File: src/rtl/fetch_sequencer.sv
// Multi-cycle fetch/execute sequencer: owns the PC, fetches over a req/ack handshake,
// latches the instruction for decode and gates register writes to the single EXEC cycle.
module fetch_sequencer #(
  parameter logic [31:0] RESET_PC    = 32'h0000_0000,
  parameter logic [5:0]  HALT_OPCODE = 6'h3F
) (
  input  logic        clk,
  input  logic        reset,
  input  logic        run,
  output logic        imem_req,
  output logic [31:0] imem_addr,
  input  logic        imem_ack,
  input  logic [31:0] imem_rdata,
  output logic [31:0] instr,
  input  logic        writereg_in,
  output logic        regwrite,
  output logic [31:0] programcounter,
  output logic [31:0] retired,
  output logic        halted
);

  typedef enum logic [1:0] {StIdle, StFetch, StExec, StHalt} state_e;

  state_e state;

  assign imem_addr = programcounter;
  // Only path that is not registered: the write strobe follows the control unit within EXEC.
  assign regwrite  = writereg_in & (state == StExec);

  always_ff @(posedge clk or negedge reset) begin
    if (!reset) begin
      state          <= StIdle;
      programcounter <= RESET_PC;
      instr          <= 32'h0;
      retired        <= 32'h0;
      imem_req       <= 1'b0;
      halted         <= 1'b0;
    end else begin
      unique case (state)
        StIdle: begin
          if (run) begin
            state    <= StFetch;
            imem_req <= 1'b1;
          end
        end
        StFetch: begin
          // The request is held until acked regardless of run.
          if (imem_ack) begin
            instr    <= imem_rdata;
            imem_req <= 1'b0;
            if (imem_rdata[31:26] == HALT_OPCODE) begin
              state  <= StHalt;
              halted <= 1'b1;
            end else begin
              state <= StExec;
            end
          end
        end
        StExec: begin
          programcounter <= programcounter + 32'd4;
          retired        <= retired + 32'd1;
          if (run) begin
            state    <= StFetch;
            imem_req <= 1'b1;
          end else begin
            state <= StIdle;
          end
        end
        StHalt: begin
          state <= StHalt;
        end
        default: begin
          state    <= StIdle;
          imem_req <= 1'b0;
        end
      endcase
    end
  end

endmodule

File: config.mk
export PLATFORM = sky130hd
export DESIGN_NAME = fetch_sequencer
export DESIGN_NICKNAME = d
export VERILOG_FILES = /design/src/rtl/fetch_sequencer.sv
export SDC_FILE = /design/constraint.sdc
export NUM_CORES = 1
export LEC_CHECK = 0
export CORE_ASPECT_RATIO = 0.7
export CORE_MARGIN = 2
export CORE_UTILIZATION = 40
export DETAILED_ROUTE_END_ITERATION = 8
export PLACE_DENSITY_LB_ADDON = 0.25
export SETUP_SLACK_MARGIN = 0.15
export SKIP_LAST_GASP = 1
export SYNTH_ARGS = -nofsm -noshare
export SYNTH_HDL_FRONTEND = slang
export SYNTH_SLANG_ARGS = --single-unit
File: constraint.sdc
create_clock -name clk -period 1.8 [get_ports clk]
set_input_delay 0.36 -clock clk [delete_from_list [all_inputs] [get_ports clk]]
set_output_delay 0.36 -clock clk [all_outputs]
set_load 0.1 [all_outputs]
==> out/qor.csv <==
metric;value;unit
run_status;complete, but fails checks;
violations;negative hold slack;
overflow;0;
cts_tree;built;
cap_viol_max_count;0;
slew_violations;0;
wl_per_cell;16.6;µm
placed_area;7890;µm²
peakVddDrop;1800;µV
syn_inst;368;
syn_avg_cell_area;12.3;µm²
dp.final_hpwl;8940;µm
drtPass1Iterations;4;
synthAdderAreaFrac;0.00553;
h-tree-depth;3;
dpl_worst_slack;0.0687;ns
clk_latency;0.33;ns
die-area;12200;µm²
utilization;0.762;
yosysSeqAreaShare;0.542;
clkSlewWorstSetupHoldPaths;0.07;ns
start_util;0.411;
num_io_pins;168;
grt_setup_unrepaired;true;
end_kind;register;
async_flop_share;1.00;
clock_path_buffers;2;
synthTopCellsByArea;dfrtp_1, mux2_2, xnor2_1, buf_4, xor2_1;
syn_to_final_growth;85.5;%
synth_top_family_by_area;simple AND/OR/NAND/NOR gates;
cts_buffers;9;
critPathRequiredTime;2.05;ns
grt_pass1_wl;19000;µm
crit_arrival;1.93;ns
crit_path_max_fanout;5;
slew_headroom;0.657;
drt-total-wl;11700;µm
nFillCells;651;
synth_top_area_frac;0.542;
startpoint_type;register;
yosys.area.top_type;dfrtp_1;
finalNetCount;587;
ys_ff_latch;98;
die_x;131;µm
finalWorstSetupSlack;0.127;ns
p_leak;3.64;nW
skew;0.00561;ns
diodes;0;
synth-xor-area-share;0.116;
grt_max_degree;38;
finalSetupViolCount;0;
synth_edf_count;0;
hold_class;in2async;
drt_iter0_markers;168;
detail-route-antenna-nets;0;
synth_compound_area_frac;0.00636;
multiInputGateArea;1950;µm²
seq_area;2660;µm²
finalSetupTns;0;ns
yosysUniqueCellTypes;34;
tightest_slew;0.515;ns
vias_per_cell;4.89;
port_buffers;163;
synth_simple_gate_area_frac;0.174;
vias;3450;
fin_crit_sh;0.929;
min_period;1.67;ns
synthTopCellsByCount;dfrtp_1, xnor2_1, buf_4;
die_h;93.0;µm
totalPowerFinal;13.0;mW
synthesis.area;4520;µm²
synth.most_common_cell;dfrtp_1;
antenna_found_initial;0;
placeableCoreArea;11000;µm²
ys_warn_count;0;
grt_pass1_vias;3587;
cts_sinks;98;
track_usage;0.199;
hold_viol;6;
fmax;0.598;GHz
synth_ff_type;dfrtp_1;
crit_type;reg2reg;
drc;0;
drive_gt1_frac;0.568;
gp_congestion;0.849;
pwr_density_cell;1550;nW/µm²
synth_mux_area_frac;0.0846;
hold_ws;-0.00812;ns
cts_root_buffer;clkbuf_16;
rows;32;
design_area;8390;µm²
cell usage in the layout, fill, tap and decap left out, types with 9 or more instances in the layout:
master and instances:
buf_12 130, dfrtp_4 52, buf_4 37, xnor2_1 36, dfrtp_1 36, clkdlybuf4s50_1 35
mux2_2 34, nand4_1 24, xor2_1 24, nand3_1 17, nand2_1 17, nor4_4 10
nor2_1 10, dfrtp_2 10, clkbuf_16 9
repair_timing:
action	CTS	global route
buffers inserted	3	20
gates resized for setup	7	6
pin swaps	4	12
hold buffers	0	0
cloned	0	0
setup endpoints to repair	25	35
routing by layer:
| layer | track usage | wire, µm | vias up |
|---|---|---|---|
| met4 | 0.0426 | 65 | 0 |
| met5 | 0 | 0 | - |
| li1 | - | - | 1607 |
| met2 | 0.305 | 5840 | 110 |
| met1 | 0.274 | 4950 | 1727 |
| met3 | 0.0715 | 890 | 6 |
worst max-delay path, cell delays in order, from the launching register on:
cell,delay [ns]
dfrtp_2,0.45
nand3b_1,0.21
or3_4,0.46
buf_6,0.17
nor4_4,0.14
xor2_1,0.18
sequential cells by signal, summed over array words and instances (netlist names):
name	flops
state	2
imem_req	1
imem_addr	30
instr	32
retired	32
halted	1
cell type report:
| class | count | share of cell area |
|---|---|---|
| Clock buffer | 11 | 0.0289 |
| Clock inverter | 5 | 0.00462 |
| Inverter | 8 | 0.00358 |
| Multi-Input combinational cell | 225 | 0.233 |
| Sequential cell | 98 | 0.317 |
| Tap cell | 153 | 0.0228 |
| Timing Repair Buffer | 206 | 0.390 |
per-stage QoR:
step / hold slack, ns / instances
2_1_floorplan: 0.0644 / 371
3_3_place_gp: 0.363 / 667
3_5_place_dp: 0.372 / 667
4_1_cts: 0.00466 / 686
5_1_grt: 0.0225 / 706
6_report: -0.00812 / 706
power breakdown:
group          total [mW]  leakage (nW)  switching, mW  internal, mW
Sequential           3.45          1.16          0.660          2.79
Combinational        7.74          2.35           4.91          2.83
Clock                1.80         0.136          0.819         0.983
Total                13.0          3.64           6.39          6.60
worst paths after layout:
| path | from | end | slack, ns | cells after the start |
|---|---|---|---|---|
| max in group asynchronous | reset | imem_addr[20]$_DFFE_PN0N_ | 1.22 | 2 |
| setup reg to reg | state[0]$_DFFE_PN0P_ | imem_addr[24]$_DFFE_PN0N_ | 0.13 | 5 |
| min in group clk | retired[29]$_DFFE_PN0N_ | retired[29]$_DFFE_PN0N_ | 0.52 | 1 |
| hold / removal | reset | instr[27]$_DFFE_PN0P_ | -0.008 | 1 |
| hold reg to reg | retired[29]$_DFFE_PN0N_ | retired[29]$_DFFE_PN0N_ | 0.52 | 1 |
| setup / recovery | state[0]$_DFFE_PN0P_ | imem_addr[24]$_DFFE_PN0N_ | 0.13 | 5 |
cell families (layout without fill, tap and decap cells):
kind of cell / count (synthesis) / after routing
buffers and inverters: 48 / 230
flip-flops: 98 / 98
other: 1 / 4
XOR/XNOR: 60 / 60
multiplexers: 34 / 34
AND/OR/NAND/NOR: 121 / 121
adder cells (fa/ha/maj): 2 / 2
AO/OA/AOI/OAI: 4 / 4
(Power assumes the default switching activity.)
